===== config.mk =====
export PLATFORM = sky130hd
export DESIGN_NAME = mod_prog_tick_gen
export DESIGN_NICKNAME = d
export VERILOG_FILES = /design/src/rtl/mod_prog_tick_gen.sv
export SDC_FILE = /design/constraint.sdc
export NUM_CORES = 1
export LEC_CHECK = 0
export ABC_CLOCK_PERIOD_IN_PS = 9700
export CAP_MARGIN = 0
export CORE_MARGIN = 5
export CORE_UTILIZATION = 50
export DETAILED_ROUTE_END_ITERATION = 8
export GPL_TIMING_DRIVEN = 1
export PLACE_DENSITY_LB_ADDON = 0.1
export SETUP_SLACK_MARGIN = 0.4
export SYNTH_ARGS = -nofsm -noshare
export SYNTH_HDL_FRONTEND = slang
export SYNTH_SLANG_ARGS = --single-unit

===== constraint.sdc =====
create_clock -name clk -period 9.7 [get_ports clk]
set_input_delay 2.91 -clock clk [delete_from_list [all_inputs] [get_ports clk]]
set_output_delay 2.91 -clock clk [all_outputs]
set_load 0.01 [all_outputs]

===== src/rtl/mod_prog_tick_gen.sv =====
// Programmable tick generator: runtime modulo/phase via shadow config, registered tick,
// 50% divided clock, and a burst mode that emits a fixed number of ticks then stops.
module mod_prog_tick_gen #(
    parameter int          WIDTH          = 26,
    parameter int unsigned MODULO_DEFAULT = 50000000,
    parameter int unsigned PHASE_DEFAULT  = 10,
    parameter int          BURST_W        = 8
) (
    input  logic               clk,
    input  logic               rst,
    input  logic               en,
    input  logic               restart,
    input  logic               cfg_we,
    input  logic [WIDTH-1:0]   cfg_modulo,
    input  logic [WIDTH-1:0]   cfg_phase,
    input  logic               burst_mode,
    input  logic [BURST_W-1:0] burst_len,
    output logic               tick,
    output logic               div_clk,
    output logic               busy,
    output logic               done,
    output logic               cfg_err
);

    localparam logic [WIDTH-1:0] MOD_RST   = WIDTH'(MODULO_DEFAULT);
    localparam logic [WIDTH-1:0] PHASE_RST = WIDTH'(PHASE_DEFAULT);

    typedef enum logic [1:0] {
        RUN  = 2'd0,
        DONE = 2'd1,
        IDLE = 2'd2
    } state_t;

    state_t             state_q, state_d;
    logic [WIDTH-1:0]   count_q, count_d;
    logic [WIDTH-1:0]   mod_q, mod_d;
    logic [WIDTH-1:0]   phase_q, phase_d;
    logic [WIDTH-1:0]   sh_mod_q, sh_phase_q;
    logic [BURST_W-1:0] rem_q, rem_d;
    logic               burst_q, burst_d;
    logic               tick_q, tick_d;
    logic               div_q, div_d;
    logic               done_q, done_d;
    logic               cfg_err_q;

    logic               cfg_valid;
    logic               wr_ok;
    logic [WIDTH-1:0]   new_mod;
    logic [WIDTH-1:0]   new_phase;
    logic               wrap;

    assign cfg_valid = (cfg_modulo != '0) && (cfg_phase < cfg_modulo);
    assign wr_ok     = cfg_we && cfg_valid;
    // A valid write in the restart cycle is applied straight to the active config.
    assign new_mod   = wr_ok ? cfg_modulo : sh_mod_q;
    assign new_phase = wr_ok ? cfg_phase  : sh_phase_q;
    assign wrap      = (count_q == mod_q - WIDTH'(1));

    always_ff @(posedge clk or negedge rst) begin
        if (!rst) begin
            sh_mod_q   <= MOD_RST;
            sh_phase_q <= PHASE_RST;
            cfg_err_q  <= 1'b0;
        end else begin
            cfg_err_q <= cfg_we && !cfg_valid;
            if (wr_ok) begin
                sh_mod_q   <= cfg_modulo;
                sh_phase_q <= cfg_phase;
            end
        end
    end

    always_comb begin
        state_d = state_q;
        count_d = count_q;
        mod_d   = mod_q;
        phase_d = phase_q;
        rem_d   = rem_q;
        burst_d = burst_q;
        tick_d  = 1'b0;
        div_d   = div_q;
        done_d  = 1'b0;
        if (restart) begin
            mod_d   = new_mod;
            phase_d = new_phase;
            count_d = new_phase;
            div_d   = 1'b0;
            burst_d = burst_mode;
            if (!burst_mode) begin
                state_d = RUN;
            end else if (burst_len != '0) begin
                rem_d   = burst_len;
                state_d = RUN;
            end else begin
                state_d = DONE;
            end
        end else begin
            case (state_q)
                RUN: begin
                    if (en) begin
                        if (wrap) begin
                            count_d = '0;
                            tick_d  = 1'b1;
                            div_d   = ~div_q;
                            if (burst_q) begin
                                rem_d = rem_q - BURST_W'(1);
                                if (rem_q == BURST_W'(1)) state_d = DONE;
                            end
                        end else begin
                            count_d = count_q + WIDTH'(1);
                        end
                    end
                end
                DONE: begin
                    done_d  = 1'b1;
                    state_d = IDLE;
                end
                default: begin
                    state_d = state_q;
                end
            endcase
        end
    end

    always_ff @(posedge clk or negedge rst) begin
        if (!rst) begin
            state_q <= RUN;
            count_q <= PHASE_RST;
            mod_q   <= MOD_RST;
            phase_q <= PHASE_RST;
            rem_q   <= '0;
            burst_q <= 1'b0;
            tick_q  <= 1'b0;
            div_q   <= 1'b0;
            done_q  <= 1'b0;
        end else begin
            state_q <= state_d;
            count_q <= count_d;
            mod_q   <= mod_d;
            phase_q <= phase_d;
            rem_q   <= rem_d;
            burst_q <= burst_d;
            tick_q  <= tick_d;
            div_q   <= div_d;
            done_q  <= done_d;
        end
    end

    assign tick    = tick_q;
    assign div_clk = div_q;
    assign busy    = (state_q == RUN);
    assign done    = done_q;
    assign cfg_err = cfg_err_q;

endmodule


==> results.yml <==
critical_path:
  cp.required_ps: 9970
  endpoint_kind: "flop"
  crit_path_max_fanout: 52
  ff2ff_setup_slack_ps: 5640
  cp-endpoint: "count_q[0]"
  startpoint_type: "input port"
  worst-endpoint-arrival_ps: 6550
  critPathKind: "in2reg"
  reg2reg_to: "count_q[3]"
  rr_worst_depth: 10
  cp-startpoint: "cfg_modulo[13]"
  r2r-start: "mod_q[0]"
cells_and_area:
  final_cell_area_um2: 8520
  fin_nets: 887
  drive_above_1_share: 0.179
  stdcell_count: 985
  areaGrowthSynthToFinish_pct: 19.4
  n_antenna_cell: 0
routing:
  initialDrtViolationCount: 423
  drt_pass1_iterations: 5
  drcViolationCount: 0
  ant_nets: 0
  vias_per_cell: 6.04
  vias: 5947
  wirelength_mm: 19.2
  wl_per_cell_um: 19.5
clock_network:
  cts-root-buf: "clkbuf_16"
  clk_path_buf_depth: 2
  clk_pin_slew_ps: 60
  cts_tree: "yes"
  cts_resized: 0
  cts_sinks: 119
  insertion_delay_ps: 420
  htreeDepth: 4
  hold_buffers: 0
  cts_buffers: 17
  postCtsSetupBuffers: 0
timing:
  finalHoldViolCount: 0
  fin_crit_ps: 6290
  setup_viol: 0
  setup_tns_ps: 0
  rsz0062_at_grt: "false"
  worst_slew_margin_rel: 0.234
  fmax_mhz: 159
  fin_crit_sh: 0.648
  tightest_slew_ps: 1150
  drv_slew: 0
  fin_skew_ps: 11.3
die:
  std_cell_rows: 43
  die_x_um: 129
  die_y_um: 129
  pin_count: 71
  initial_core_util: 0.512
  dieArea_um2: 16700
  coreArea_um2: 13900
synthesis:
  synth_nets: 830
  ys_ff_latch: 119
  synth_edf_count: 0
  synthFlopType: "dfrtp_1"
  ys_types: 72
  yosys_warnings: 0
  syn_inst: 735
  ys_seq_area_frac: 0.423
  synth.cell_area_um2: 7130
  async_flop_share: 1.00
  syn_avg_cell_area_um2: 9.70
power:
  p_per_area_nw_per_um2: 205
  power.leakage_nw: 3.53
  peakVddDrop_mv: 0.110
place:
  place_area_um2: 7940
  io_buffers: 70
  placed_cells: 953
  dpl.hpwl_mm: 13.6
  place_congestion: 0.906
run:
  cap_viol_max_count: 0
global_route:
  overflow: 0
  grt_use_total: 0.242
  grt_max_degree: 83
  grt_pass1_vias: 5977
  grt_pass1_wl_mm: 31.3
  antenna_found_initial: 0
run_status:
  status: "finished clean"
worst_hold_path:
  whs_path_depth: 1
  hp-class: "reg2reg"
## layer usage
layer | track usage | share of wire | vias up
li1 | - | - | 2813
met1 | 0.325 | 0.45 | 2937
met2 | 0.383 | 0.47 | 171
met3 | 0.0651 | 0.063 | 26
met4 | 0.0837 | 0.020 | 0
met5 | 0 | 0 | -
## state kept, by name, indices dropped and copies added, names as in the netlist, 2 cells and up
signal      cells
rem_q           8
state_q         2
count_q        26
sh_mod_q       26
mod_q          26
sh_phase_q     26
## kinds of logic (layout without fill, tap and decap cells)
| family | count (synthesis) | count (layout) | synth area share |
|---|---|---|---|
| flip-flops | 119 | 119 | 0.423 |
| multiplexers | 68 | 68 | 0.106 |
| AO/OA/AOI/OAI | 125 | 125 | 0.125 |
| buffers and inverters | 79 | 149 | 0.0428 |
| AND/OR/NAND/NOR | 282 | 282 | 0.211 |
| XOR/XNOR | 33 | 33 | 0.0405 |
| adder cells (fa/ha/maj) | 29 | 29 | 0.0509 |
## stage by stage
step | total power, mW | utilization | hold WS (ps) | worst slack [ps]
after detailed placement | 1.13 | 0.570 | 462 | 2960
after floorplan | 0.986 | - | 432 | 4200
after global placement | 1.11 | 0.570 | 461 | 3070
after CTS | 1.75 | 0.611 | 480 | 3400
final | 1.74 | 0.611 | 481 | 3410
after global routing | 1.84 | 0.611 | 504 | 3340
## cell usage in the layout, fill, tap and decap left out, types with 17 or more instances in the layout
master            n
inv_1            42
dfrtp_1          91
clkbuf_16        17
clkdlybuf4s50_1  68
nand3_1          26
nor2_1           79
a31oi_1          17
nand2_1          50
and3_1           18
dfstp_2          28
nand4_1          19
ha_1             29
xnor2_1          21
mux2_2           62
a21oi_1          21
## report_power, final
part	internal (mW)	switching [mW]	leakage (nW)	total (mW)
Clock	0.396	0.220	0.290	0.616
Combinational	0.198	0.213	1.87	0.412
Sequential	0.612	0.102	1.38	0.715
Total	1.21	0.536	3.53	1.74
## worst max-delay path, stage by stage
cell	delay (ps)
clkdlybuf4s50_1	520
inv_1	60
ha_1	320
a21oi_1	140
o21ai_0	150
a221o_1	380
a211oi_1	450
and3_2	260
buf_4	600
mux2_2	430
a22oi_1	190
o21ai_0	120
## cells in the mapped netlist, drive strengths merged (12+ instances only)
cell type,instances,area [µm²]
dfrtp,91,2280
nor2,79,297
mux2,62,698
nand2,50,188
inv,42,158
clkbuf,29,110
ha,29,363
dfstp,28,736
nand3,26,130
a21oi,22,114
xnor2,21,184
nor4,20,156
and3,19,119
nand4,19,119
a31oi,17,106
o21ai,15,75.1
xor2,12,105
## worst min path at each step
| stage | startpoint | to |
|---|---|---|
| finish | state_q[1] | done |
| global route | sh_phase_q[6] | sh_phase_q[6] |
| CTS | state_q[1] | done |
| detailed placement | state_q[1] | done |
| floorplan | state_q[1] | done |
| global placement | state_q[1] | done |
## layout make-up
type,instances,area [µm²]
timing repair buffer,75,731
sequential,119,3010
clock buffer,23,478
inverter,42,158
multi-input combinational,537,3810
fill,1165,5420
clock inverter,9,98.8
tap,180,225
No activity file was read; power rests on OpenSTA's default activity.
==> RTL edit: new RTL, same settings <==
Set the parameter `BURST_W` to 7 (it was 8).
--- a/src/rtl/mod_prog_tick_gen.sv
+++ b/src/rtl/mod_prog_tick_gen.sv
@@ -6,3 +6,3 @@
     parameter int unsigned PHASE_DEFAULT  = 10,
-    parameter int          BURST_W        = 8
+    parameter int          BURST_W        = 7
 ) (
Ports: changed (resized burst_len); port bits go from 71 to 70. No check against the original RTL was run, so the function may have changed too.
==> RTL edit against the original RTL <==
  * Power increased by 2.4%
  * Sequential cell count decreased by 1
  * Non-clock buffer count unchanged
  * Sequential power decreased by 1%
  * Synthesized area decreased by 0.93%
  * Critical path type unchanged
  * Wire length increased by 5.1%
  * Worst setup slack got worse by 0.10 ns
  * Critical endpoint is now count_q[5]
  * Design area about the same
  * Register-to-register slack got worse by 0.50 ns
==> RTL edit: results (changes against the original RTL) <==
Placement
  • Final estimated routing congestion in global placement: 0.908 (was 0.906)
  • Placed instance area: 7870 µm² (was 7940 µm²)
  • Number of cells after detailed placement: 964 (was 953)
  • DPL Wire Length: 14300 µm (was 13600 µm)

STA
  • Setup skew after layout: 0.00798 ns (was 0.0113 ns)
  • Minimum period implied by the final worst setup slack: 6.39 ns (was 6.29 ns)
  • Slew HR: 18.4% (was 23.4%)

Global route
  • First-pass GRT wire length: 32200 µm (was 31300 µm)
  • Global router's overall resource usage: 24.9% (was 24.2%)
  • Number of global-route vias before repair: 6028 (was 5977)

Detailed routing
  • Detail-routed net length per standard cell: 20.3 µm (was 19.5 µm)
  • Wire length after detailed routing: 20200 µm (was 19200 µm)
  • DR iter-0 viols: 553 (was 423)

Yosys
  • Number of distinct library cell variants in the gate-level netlist after synthesis: 74 (was 72)
  • Most frequent cells after synthesis: dfrtp_1, nor2_1, nand2_1 (was dfrtp_1, nor2_1, mux2_2)
  • Syn nets: 837 (was 830)
  • Cell types with the largest area share after synthesis: dfrtp_1, dfstp_2, mux2_2 (unchanged)
  • Post-synthesis sequential area ratio: 42.3% (about the same)

Worst setup path
  • Worst flop-to-flop path endpoint: count_q[9] (was count_q[3])
  • Endpoint arrival time on the critical path: 6.68 ns (was 6.55 ns)
  • Number of cell instances on the worst register-to-register path: 11 (was 10)
  • Launch point of the critical path: cfg_modulo[3] (was cfg_modulo[13])
  • Largest fanout on the critical path: 32 (was 52)

Layout
  • Fraction of final layout cells sized beyond drive strength 1: 17.2% (was 17.9%)

Run status
  • Run status: finished, final reports clean (unchanged)

Power
  • Peak ir drop on the vdd network: 0.124 mV (was 0.110 mV)
  • Leakage power of the design: 3.51 nW (was 3.53 nW)
## RTL edit: layout make-up
type,instances,area [µm²]
multi-input cells,554,3790
well taps,180,225
repair buffers,75,728
fillers,1190,5370
flip-flops and latches,118,2990
clock buffers,20,467
clock inverters,12,175
inverters,37,139
## RTL edit: cell families after synthesis
logic type | Yosys count | share of synthesized area, %
compound gates | 133 | 12.8
xor+xnor | 31 | 3.84
fa+ha+maj | 29 | 5.14
buf+inv | 71 | 4.07
flops | 118 | 42.3
mux | 56 | 8.86
simple gates | 305 | 23.0
## RTL edit: power groups by stage
stage	registers, mW	logic [mW]	clock network [mW]
after floorplan	0.665	0.300	0
after global placement	0.705	0.375	0
after detailed placement	0.710	0.390	0
after CTS	0.704	0.394	0.689
after global routing	0.719	0.436	0.712
final	0.707	0.396	0.680
## RTL edit: per-stage QoR
stage | util, % | hold slack [ns]
floorplan | - | 0.431
global route | 61.3 | 0.491
global placement | 56.7 | 0.453
CTS | 61.3 | 0.465
detailed placement | 56.7 | 0.455
finish | 61.3 | 0.465
## RTL edit: per-layer routing
metal / vias up / global-route usage [%] / part of all wire [%]
met5: - / 0 / 0
met3: 33 / 5.44 / 6.7
met2: 218 / 38.5 / 46
met4: 0 / 7.78 / 1.9
met1: 3019 / 35.2 / 45
li1: 2843 / - / -
## RTL edit: worst min-delay path by stage
stage / start / endpoint / slack (ns) / cells after the start
final: burst_q / burst_q / 0.46 / 2
after CTS: state_q[1] / done / 0.46 / 1
after detailed placement: burst_q / burst_q / 0.46 / 2
after floorplan: state_q[1] / done / 0.43 / 1
after global routing: state_q[1] / done / 0.49 / 1
after global placement: burst_q / burst_q / 0.45 / 2
